$ cat src/rtl/nibble_mem_pkg.sv
// Shared definitions for the nibble-memory writer and result reader:
// FSM state type, memory geometry and nibble extraction.
package nibble_mem_pkg;

    localparam int unsigned NIB_W     = 4;
    localparam int unsigned ADDR_W    = 4;
    localparam int unsigned MEM_DEPTH = 16;

    typedef enum logic [1:0] {
        StIdle,
        StWrite,
        StDone
    } state_e;

    // Words up to 64 bits are supported; callers zero-extend narrower words.
    function automatic logic [NIB_W-1:0] get_nibble(input logic [63:0] word,
                                                    input int unsigned idx);
        return word[idx*NIB_W +: NIB_W];
    endfunction

endpackage

$ cat src/rtl/nibble_mem_writer.sv
// Writes a DATA_W-bit word into a 16x4 memory as consecutive nibbles, LS nibble first.
// Optional NIBBLE_WRITER_CHECKSUM_EN appends one XOR-of-nibbles write after the data.
module nibble_mem_writer #(
    parameter int unsigned DATA_W = 16,
    parameter int unsigned NIB_W  = nibble_mem_pkg::NIB_W,
    parameter int unsigned ADDR_W = nibble_mem_pkg::ADDR_W
) (
    input  logic              clk,
    input  logic              rst,
    input  logic              start,
    input  logic [ADDR_W-1:0] start_address,
    input  logic [DATA_W-1:0] din,
    output logic              we,
    output logic [ADDR_W-1:0] waddr,
    output logic [NIB_W-1:0]  wdata,
    output logic              busy,
    output logic              finish
);
    import nibble_mem_pkg::*;

    localparam int unsigned N = DATA_W / NIB_W;
`ifdef NIBBLE_WRITER_CHECKSUM_EN
    localparam int unsigned N_WR = N + 1;
`else
    localparam int unsigned N_WR = N;
`endif
    localparam int unsigned IDX_W = $clog2(N_WR + 1);

    state_e            state_q;
    logic [DATA_W-1:0] data_q;
    logic [ADDR_W-1:0] addr_q;
    logic [IDX_W-1:0]  idx_q;

`ifdef NIBBLE_WRITER_CHECKSUM_EN
    function automatic logic [NIB_W-1:0] xor_nibbles(input logic [DATA_W-1:0] w);
        logic [NIB_W-1:0] acc;
        acc = '0;
        for (int i = 0; i < int'(N); i++) begin
            acc ^= w[i*NIB_W +: NIB_W];
        end
        return acc;
    endfunction
`endif

    // idx_q holds the index of the next write; nibble 0 is issued on acceptance.
    always_ff @(posedge clk or negedge rst) begin
        if (!rst) begin
            state_q <= StIdle;
            data_q  <= '0;
            addr_q  <= '0;
            idx_q   <= '0;
            we      <= 1'b0;
            waddr   <= '0;
            wdata   <= '0;
            busy    <= 1'b0;
            finish  <= 1'b0;
        end else begin
            finish <= 1'b0;
            unique case (state_q)
                StIdle: begin
                    we <= 1'b0;
                    if (start) begin
                        data_q  <= din;
                        addr_q  <= start_address;
                        idx_q   <= IDX_W'(1);
                        we      <= 1'b1;
                        waddr   <= start_address;
                        wdata   <= get_nibble(64'(din), 0);
                        busy    <= 1'b1;
                        state_q <= StWrite;
                    end
                end
                StWrite: begin
                    if (idx_q == IDX_W'(N_WR)) begin
                        we      <= 1'b0;
                        finish  <= 1'b1;
                        state_q <= StDone;
`ifdef NIBBLE_WRITER_CHECKSUM_EN
                    end else if (idx_q == IDX_W'(N)) begin
                        we    <= 1'b1;
                        waddr <= addr_q + ADDR_W'(N);
                        wdata <= xor_nibbles(data_q);
                        idx_q <= idx_q + 1'b1;
`endif
                    end else begin
                        we    <= 1'b1;
                        waddr <= addr_q + ADDR_W'(idx_q);
                        wdata <= get_nibble(64'(data_q), 32'(idx_q));
                        idx_q <= idx_q + 1'b1;
                    end
                end
                StDone: begin
                    we      <= 1'b0;
                    busy    <= 1'b0;
                    idx_q   <= '0;
                    state_q <= StIdle;
                end
                default: state_q <= StIdle;
            endcase
        end
    end

endmodule

$ cat config.mk
export PLATFORM = sky130hd
export DESIGN_NAME = nibble_mem_writer
export DESIGN_NICKNAME = d
export VERILOG_FILES = /design/src/rtl/nibble_mem_pkg.sv /design/src/rtl/nibble_mem_writer.sv
export SDC_FILE = /design/constraint.sdc
export NUM_CORES = 1
export LEC_CHECK = 0
export CORE_MARGIN = 1
export CORE_UTILIZATION = 45
export DETAILED_ROUTE_END_ITERATION = 12
export HOLD_SLACK_MARGIN = 0.05
export PLACE_DENSITY = 0.77
export SYNTH_ARGS = -nofsm -noshare
export SYNTH_HDL_FRONTEND = slang
export SYNTH_SLANG_ARGS = --single-unit
$ cat constraint.sdc
create_clock -name clk -period 3.87 [get_ports clk]
set_clock_uncertainty 0.05 [all_clocks]
set_input_delay 1.161 -clock clk [delete_from_list [all_inputs] [get_ports clk]]
set_output_delay 1.161 -clock clk [all_outputs]
set_load 0.1 [all_outputs]
# Word-level counts from Yosys, hierarchy flattened
# Index checks and enable logic that the tools add are counted.
[word_totals]
ff_bits = 36
output_inout_bits = 11
elab_cells = 46
[op_classes]
addsub = 2
eq_ne = 6
shifts = 1
mux = 19
n_reduce_logical = 9
[op_table]
columns = ["operator", "count"]
rows = [
  ["variable part select 64 x 6 -> 4 bit", 1],
  ["2-to-1 mux 4 bit", 4],
  ["case mux 4 bit (2 select lines)", 2],
  ["case mux 3 bit (3 select lines)", 1],
  ["2-to-1 mux 3 bit", 2],
  ["inequality test 2 bit (second input constant)", 3],
  ["AND reduction 2 bit", 3],
  ["AND reduction 3 bit", 2],
  ["2-to-1 mux 1 bit", 5],
  ["adder 4 x 3 -> 4 bit", 1],
  ["2-to-1 mux 2 bit", 2],
  ["case mux 2 bit (2 select lines)", 1],
  ["nonzero test 2 bit", 2],
  ["adder 3 x 1 -> 3 bit (second input constant)", 1],
  ["equality test 3 bit (second input constant)", 1],
  ["case mux 1 bit (3 select lines)", 1],
  ["nonzero test 3 bit", 1],
  ["equality test 2 x 1 -> 1 bit (second input constant)", 1],
  ["equality test 2 bit (second input constant)", 1],
  ["logical NOT 2 bit", 1],
  ["case mux 1 bit (2 select lines)", 1],
]

# Logic depth before layout (Yosys ltp)
# Gate-level depths: netlist (run 1).
[logic_depth]
word_depth = 3
depth_mapped = 9
ltp_nobuf = 7

# Worst setup path after synthesis (run 1)
# No wires, ideal clock.
[synth_path]
path_kind = "input port to flip-flop"
startpoint = "input port start"
endpoint = "register waddr[0]"
arrival_time_ns = 1.967
t_required_ns = 3.698
path_slack_ns = 1.731
path_stages = 6
path_buffers = 2
cell_sequence = "nor2b_1 > or3_4 > buf_6 > buf_6 > nand2_1 > o21ai_2"
[synth_between]
elab_chain_len = 2
[synth_lines]
columns = ["element", "line", "text"]
rows = [
  ["from (decl)", "nibble_mem_writer.sv:10", "input logic start,"],
  ["inequality test 2 bit (no line)", "n/a", ""],
  ["AND reduction 3 bit (no line)", "n/a", ""],
  ["to (signal assigned)", "nibble_mem_writer.sv:67", "waddr <= start_address;"],
  ["to (signal assigned)", "nibble_mem_writer.sv:87", "waddr <= addr_q + ADDR_W'(idx_q);"],
  ["to (decl)", "nibble_mem_writer.sv:14", "output logic [ADDR_W-1:0] waddr,"],
]
# Every way passes these cells.
# A chain may end at the register's enable or synchronous reset.

# Final worst setup path (run 1)
[layout_path]
startpoint = "input port start"
endpoint = "register data_q[8]"
[layout_between]
elab_chain_len = 1
[layout_lines]
columns = ["element", "line", "text"]
rows = [
  ["AND reduction 2 bit (no line)", "n/a", ""],
  ["to (signal assigned)", "nibble_mem_writer.sv:63", "data_q <= din;"],
  ["to (decl)", "nibble_mem_writer.sv:30", "logic [DATA_W-1:0] data_q;"],
]
# Every way passes these cells.

==> results of run 1 <==
==> registers in the layout, indices dropped and copies added (netlist names) <==
name,flops
busy,1
wdata,4
waddr,4
we,1
addr_q,4
state_q,2
idx_q,3
finish,1
data_q,16
==> cell usage after synthesis, types with 2 or more instances <==
master	number	area, µm²
o21ai_1	4	20.02
nor2_1	5	18.77
inv_1	10	37.54
ha_1	9	112.6
o21ai_0	5	25.02
o21ai_2	3	26.28
nand2_1	14	52.55
mux2_2	20	225.2
dfrtp_1	36	900.9
a22oi_1	4	30.03
a21oi_1	7	35.03
buf_2	4	20.02
xor2_1	2	17.52
mux4_2	4	90.09
buf_6	2	22.52
nor2b_1	2	12.51
mux2i_1	3	30.03
==> layer usage <==
layer | global-route usage | up-vias | share of wire
met5 | 0 | - | 0
met4 | 0.05833 | 0 | 0.013
met3 | 0.05986 | 5 | 0.042
met2 | 0.2799 | 30 | 0.48
met1 | 0.2265 | 580 | 0.47
li1 | - | 583 | -
==> worst min-delay path, stage by stage, from the launching register on <==
cell	delay (ns)
dfrtp_1	0.34
nand2_1	0.06
o21ai_2	0.05
==> final cells by class <==
| cell class | instances | area (µm²) |
|---|---|---|
| fillers | 324 | 1528 |
| flip-flops and latches | 36 | 900.9 |
| multi-input cells | 94 | 799.5 |
| repair buffers | 34 | 310.3 |
| clock buffers | 6 | 72.57 |
| well taps | 48 | 60.06 |
| inverters | 10 | 37.54 |
| clock inverters | 2 | 35.03 |
==> how the worst max path moves through the flow <==
stage	from	to	slack [ns]	cells after the start
2_1_floorplan	start	waddr[0]$_DFFE_PN0P_	1.73	6
3_3_place_gp	start	addr_q[2]$_DFFE_PN0P_	1.0	3
3_5_place_dp	start	data_q[8]$_DFFE_PN0P_	0.93	3
4_1_cts	start	data_q[8]$_DFFE_PN0P_	1.23	3
5_1_grt	start	data_q[8]$_DFFE_PN0P_	1.08	3
6_report	start	data_q[8]$_DFFE_PN0P_	1.23	3
==> cells by family (layout without fill, tap and decap cells) <==
kind of cell    count (synthesis)  after routing
fa+ha+maj                      10             10
xor+xnor                        2              2
flops                          36             36
compound gates                 28             28
buf+inv                        17             52
simple gates                   27             27
mux                            27             27
==> power groups by stage <==
stage	Clock, µW	Sequential (µW)	Combinational [µW]
floorplan	0	965	597
global placement	0	668	1050
detailed placement	0	685	1080
CTS	326	676	1080
global route	352	703	1160
finish	320	673	1070
==> through the flow <==
step | hold slack, ns | setup slack, ns | total power (µW) | cell area, µm² | instances
CTS | 0.4380 | 1.231 | 2086 | 2216 | 230
global route | 0.4486 | 1.084 | 2219 | 2216 | 230
floorplan | 0.4239 | 1.731 | 1562 | 1784 | 147
global placement | 0.4138 | 0.9955 | 1720 | 2108 | 222
detailed placement | 0.4220 | 0.9267 | 1766 | 2108 | 222
finish | 0.4304 | 1.231 | 2066 | 2216 | 230
==> results by group, run 1 <==
Clock tree
  – Root buf cell: clkbuf_8
  – Cts repair resizes: 0
  – CTS tree: built
  – Clock latency on the worst-skew pair: 0.28 ns
  – Max Root-Sink Buffers: 2
  – Post-CTS Setup Inserts: 0
  – Clock H-tree levels: 2
  – Hold_buf cts: 0
  – Number of clock sinks: 36
  – Clock transition at the registers of the reported paths: 0.07 ns
  – TritonCTS Buffers: 5

Place
  – Hpwl dp: 2408 µm
  – PortBufs: 33
  – Gp weighted congestion: 0.8022

Global route
  – GR Overflow Total: 0
  – Largest net degree at the start of global routing: 37
  – First-pass GRT wire length: 5575 µm
  – Tot GR Track Use: 0.1771
  – Vias in the first global route: 1,218
  – Initial antenna violation count: 0

Worst setup path
  – CP peak stage delay: 0.58 ns
  – Crit path cell chain: clkdlybuf4s50_1 -> nand2_1 -> mux2_2
  – Worst R2R Path Depth: 6
  – CP Buf/Inv Count: 1
  – Worst r2r src: idx_q[0]$_DFFE_PN0P_
  – Critical Path Fanout Max: 20
  – Crit path max-delay family: buffers and inverters
  – Critical path data arrival time: ~2.8 ns
  – CP required: 3.99 ns
  – Worst R2R End: waddr[3]$_DFFE_PN0P_
  – CP Capture Type: register
  – Slowest CP cell: clkdlybuf4s50_1
  – Critical path class: in -> reg
  – Worst setup SP type: input pin
  – R2r setup slk: 1.90 ns

Synth
  – Seq/Total Area, Yosys: 0.5049
  – Post-Synth Simple-Gate Area: 0.07433
  – Ys flop type: dfrtp_1
  – Flops & latches, synth: 36
  – Xor/xnor share of the synthesized area: 0.009818
  – Adder-cell share of the synthesized area: 0.07433
  – Largest family of logic cells by synthesized area: multiplexers
  – Compound-Gate Fraction of Synth Area: 0.09607
  – Syn Area/Cell: 12.14 µm²
  – Post-Syn Area: 0.001784 mm²
  – Distinct cell type count after synthesis: 30
  – Yosys Warn Count: 0
  – Post-synth EDFFs: 0
  – Syn Inst Count: between 100 and 150
  – Post-synthesis mux area share: 0.1935
  – Post-Syn Nets: 180
  – Asr flop ratio synth: 1.000

Pwr
  – Switching share of power: 0.4437
  – Logic pwr share: 0.520
  – Psw: 916.9 µW
  – Cell Pwr Density: 932.5 mW/mm²
  – Internal power: 1150 µW
  – VDD IR-drop max: 0.3865 mV
  – Clk pwr share: 0.155
  – LEAKAGE: 0.0009886 µW
  – Reg power frac: 0.326

Drt
  – Via density: 5.209
  – Post-route DRC: 0
  – Vias: about 1,200
  – Total wire length: 3178 µm
  – WL/cell: 13.82 µm
  – Final ANT Viol Nets: 0
  – Initial DRC Count: 42
  – Pre-Repair DR Iteration Count: 4

STA
  – Final Hold Fails: 0
  – Part of the cycle the worst path needs: 0.6818
  – Worst Tran Pin Value: 0.8293 ns
  – RSZ-0062 raised after global routing: no
  – Setup TNS: 0 ns
  – Fmax: 379.0 MHz
  – Max-slew violations: 0
  – Final setup fails: 0
  – Fin crit period: between 2 and 3 ns
  – Max transition margin: 0.4458

Worst hold path
  – WHS Path Cells: 2
  – WHS Endpoint: waddr[0]$_DFFE_PN0P_
  – Hold WC Path Type: reg -> reg
  – Hold_sp: waddr[0]$_DFFE_PN0P_

Job
  – Max cap viols: 0

Layout
  – Share of cells above drive strength 1: 0.2637
  – Nets@finish: 214
  – Layout area overhead: 24.19%
  – Commonest non-fill, non-tap cell in the layout: dfrtp_1
  – Commonest cells after routing, fill and taps aside: dfrtp_1 (36), clkdlybuf4s50_1 (22), mux2_2 (20), nand2_1 (14), buf_4 (12)
  – ANT cells: 0
  – Final Util: 0.5919

Die
  – Die area: 0.004220 mm²
  – Die Span X: 64.97 µm
  – Starting density of the core: 0.4766
  – Row Count: 22
  – # IOs: 34
  – Core ar.: around 0.0037 mm²
  – Die Y: about 65 µm

Status
  – Status: completed
No activity file was read; power rests on OpenSTA's default activity.
==> run 2, diff against run 1 <==
PLACE_DENSITY = 0.79   (was 0.77)
clock period = 2.15 ns   (was 3.87 ns; I/O delays follow)
==> run 2 against run 1 <==
Compared with the run above:
- global-route usage rose by 0.87 points
- die area did not move
- first-iteration DRC count did not move
- critical path depth rose by 3
- count of clock-buffer cells in the layout rose by 1
- sequential power rose by 81%
- cell area rose by 10%
- worst hold slack improved by 0.023 ns
- critical endpoint is now waddr[3]$_DFFE_PN0P_
==> results by group, run 2 (same netlist as run 1, synthesis figures left out) <==
Job
  – Max cap viols: 0 (unchanged)

STA
  – Max-slew violations: 0 (unchanged)
  – Fmax: 546.2 MHz
  – Final Hold Fails: 0 (unchanged)
  – Part of the cycle the worst path needs: 0.8516
  – RSZ-0062 raised after global routing: no
  – Worst Tran Pin Value: 0.4442 ns (-0.3851 ns)
  – Max transition margin: 0.7038 (+0.2580)
  – Final setup fails: 0 (unchanged)
  – Fin crit period: about 1.8 ns
  – Setup TNS: 0 ns (unchanged)

Drt
  – Vias: 1,246 (+4.0%)
  – Via density: 5.257 (+0.93%)
  – Initial DRC Count: 42 (unchanged)
  – Final ANT Viol Nets: 0 (unchanged)
  – Pre-Repair DR Iteration Count: 4 (unchanged)
  – WL/cell: 14.56 µm (+5.4%)
  – Post-route DRC: 0 (unchanged)
  – Total wire length: 3450 µm (+8.6%)

Place
  – PortBufs: 33 (unchanged)
  – Placed Cells: 229 (+3.2%)
  – Hpwl dp: 2526 µm (+4.9%)
  – Gp weighted congestion: 0.7561 (-5.7%)

Pwr
  – VDD IR-drop max: 0.7984 mV (+110%)
  – Switching share of power: 0.4199 (-0.02379)
  – Psw: 1748 µW (+91%)
  – LEAKAGE: 0.001083 µW (+9.5%)
  – Internal power: 2415 µW (+110%)
  – Reg power frac: 0.293 (-0.033)
  – Cell Pwr Density: 1708 mW/mm² (+83%)
  – Clk pwr share: 0.155 (about the same)
  – Logic pwr share: 0.552 (+0.032)

Layout
  – Largest register FFs: 16 (unchanged)
  – Commonest cells after routing, fill and taps aside: dfrtp_1 (36), clkdlybuf4s50_1 (22), mux2_2 (20), nand2_1 (14), buf_12 (12)
  – Largest Register: data_q
  – Commonest non-fill, non-tap cell in the layout: dfrtp_1
  – Nets@finish: 221 (+3.3%)
  – Share of cells above drive strength 1: 0.2963 (+0.03256)
  – Layout area overhead: 36.61%
  – Layout Cells excl Fill: 237 (+3.0%)
  – Final Util: 0.6511 (+0.05916)
  – ANT cells: 0 (unchanged)

Clock tree
  – Root buf cell: clkbuf_8
  – Hold_buf cts: 0 (unchanged)
  – Number of clock sinks: 36 (unchanged)
  – Post-CTS Setup Inserts: 0 (unchanged)
  – TritonCTS Buffers: 5 (unchanged)
  – Max Root-Sink Buffers: 2 (unchanged)
  – CTS tree: built
  – Clock latency on the worst-skew pair: 0.28 ns (about the same)
  – Cts repair resizes: 0 (unchanged)
  – Clock transition at the registers of the reported paths: 0.07 ns (about the same)
  – Clock H-tree levels: 2 (unchanged)

Worst setup path
  – Worst r2r src: state_q[1]$_DFFE_PN0P_
  – CP required: 2.26 ns (-1.73 ns)
  – R2r setup slk: 0.32 ns (-1.58 ns)
  – Critical path class: reg -> reg
  – Worst R2R Path Depth: 6 (unchanged)
  – Worst setup SP type: register
  – Critical path data arrival time: 1.94 ns (-0.82 ns)
  – CP Capture Type: register
  – Worst R2R End: waddr[3]$_DFFE_PN0P_
  – Critical Path Fanout Max: 16 (-20%)

Die
  – Row Count: 22 (unchanged)
  – Core ar.: 0.003744 mm² (unchanged)
  – Die Span X: 64.97 µm (unchanged)
  – Die area: 0.004220 mm² (unchanged)
  – Starting density of the core: 0.4766 (unchanged)
  – # IOs: 34 (unchanged)
  – Die Y: 64.97 µm (unchanged)

Global route
  – Global Route met2 Usage: 0.3099 (+0.02995)
  – Gr busiest metal: met2
  – Vias in the first global route: 1,254 (+3.0%)
  – Tot GR Track Use: 0.1858 (+0.008706)
  – GR Overflow Total: 0 (unchanged)
  – First-pass GRT wire length: 5878 µm (+5.4%)
  – Met1 Usage GRT: 0.2288 (+0.002288)
  – Met3 Usage GRT: 0.03521 (-0.02465)
  – Initial antenna violation count: 0 (unchanged)
  – Largest net degree at the start of global routing: 37 (unchanged)

Worst hold path
  – Hold WC Path Type: reg -> reg
  – WHS Endpoint: data_q[8]$_DFFE_PN0P_
  – Hold_sp: data_q[8]$_DFFE_PN0P_
  – WHS Path Cells: 1 (-1)

Status
  – Status: completed
[run 2: cell types whose count changed in the layout (fill, tap and decap cells not counted)]
cell	previous run	this run
buf_12	0	12
clkbuf_8	5	7
clkinv_2	1	0
buf_4	12	7
clkbuf_1	1	0
[run 2: cell type report]
type | instances | area (µm²)
sequential | 36 | 900.9
clock buffer | 7 | 96.34
fill | 297 | 1306
timing repair buffer | 41 | 513.0
multi-input combinational | 94 | 799.5
inverter | 10 | 37.54
tap | 48 | 60.06
clock inverter | 1 | 30.03
[run 2: critical path, stage by stage (launching register included)]
cell     delay, ns
dfrtp_1       0.38
inv_1         0.08
ha_1          0.27
and3_4        0.21
or3_4         0.48
a21oi_1       0.17
o31ai_1       0.08
[run 2: worst max path at each step]
stage / start / endpoint / slack, ns / cells after the start
6_report: state_q[1]$_DFFE_PN0P_ / waddr[3]$_DFFE_PN0P_ / 0.32 / 6
5_1_grt: state_q[1]$_DFFE_PN0P_ / waddr[3]$_DFFE_PN0P_ / 0.23 / 6
4_1_cts: state_q[1]$_DFFE_PN0P_ / waddr[3]$_DFFE_PN0P_ / 0.32 / 6
3_5_place_dp: start / waddr[3]$_DFFE_PN0P_ / 0.07 / 5
3_3_place_gp: start / waddr[3]$_DFFE_PN0P_ / 0.08 / 5
2_1_floorplan: idx_q[0]$_DFFE_PN0P_ / waddr[0]$_DFFE_PN0P_ / 0.27 / 9
[run 2: routing by layer]
layer,wire length [µm],part of all wire
met5,0,0
met4,53,0.015
met3,135,0.039
met2,1742,0.50
met1,1519,0.44
[run 2: per-stage QoR]
step / hold WS, ns / total power [µW] / setup WS (ns) / cell area, µm²
after floorplan: 0.2994 / 2811 / 0.2688 / 1784
after global routing: 0.4822 / 4399 / 0.2261 / 2437
final: 0.4539 / 4163 / 0.3190 / 2437
after CTS: 0.4566 / 4192 / 0.3200 / 2437
after global placement: 0.4361 / 3439 / 0.07891 / 2311
after detailed placement: 0.4403 / 3528 / 0.06629 / 2311
[run 2: power by group through the flow]
stage                     sequential [µW]  combinational, µW  clock, µW
after floorplan                      1740               1070          0
after global placement               1210               2230          0
after detailed placement             1230               2290          0
after CTS                            1220               2320        653
after global routing                 1260               2460        680
final                                1220               2300        644
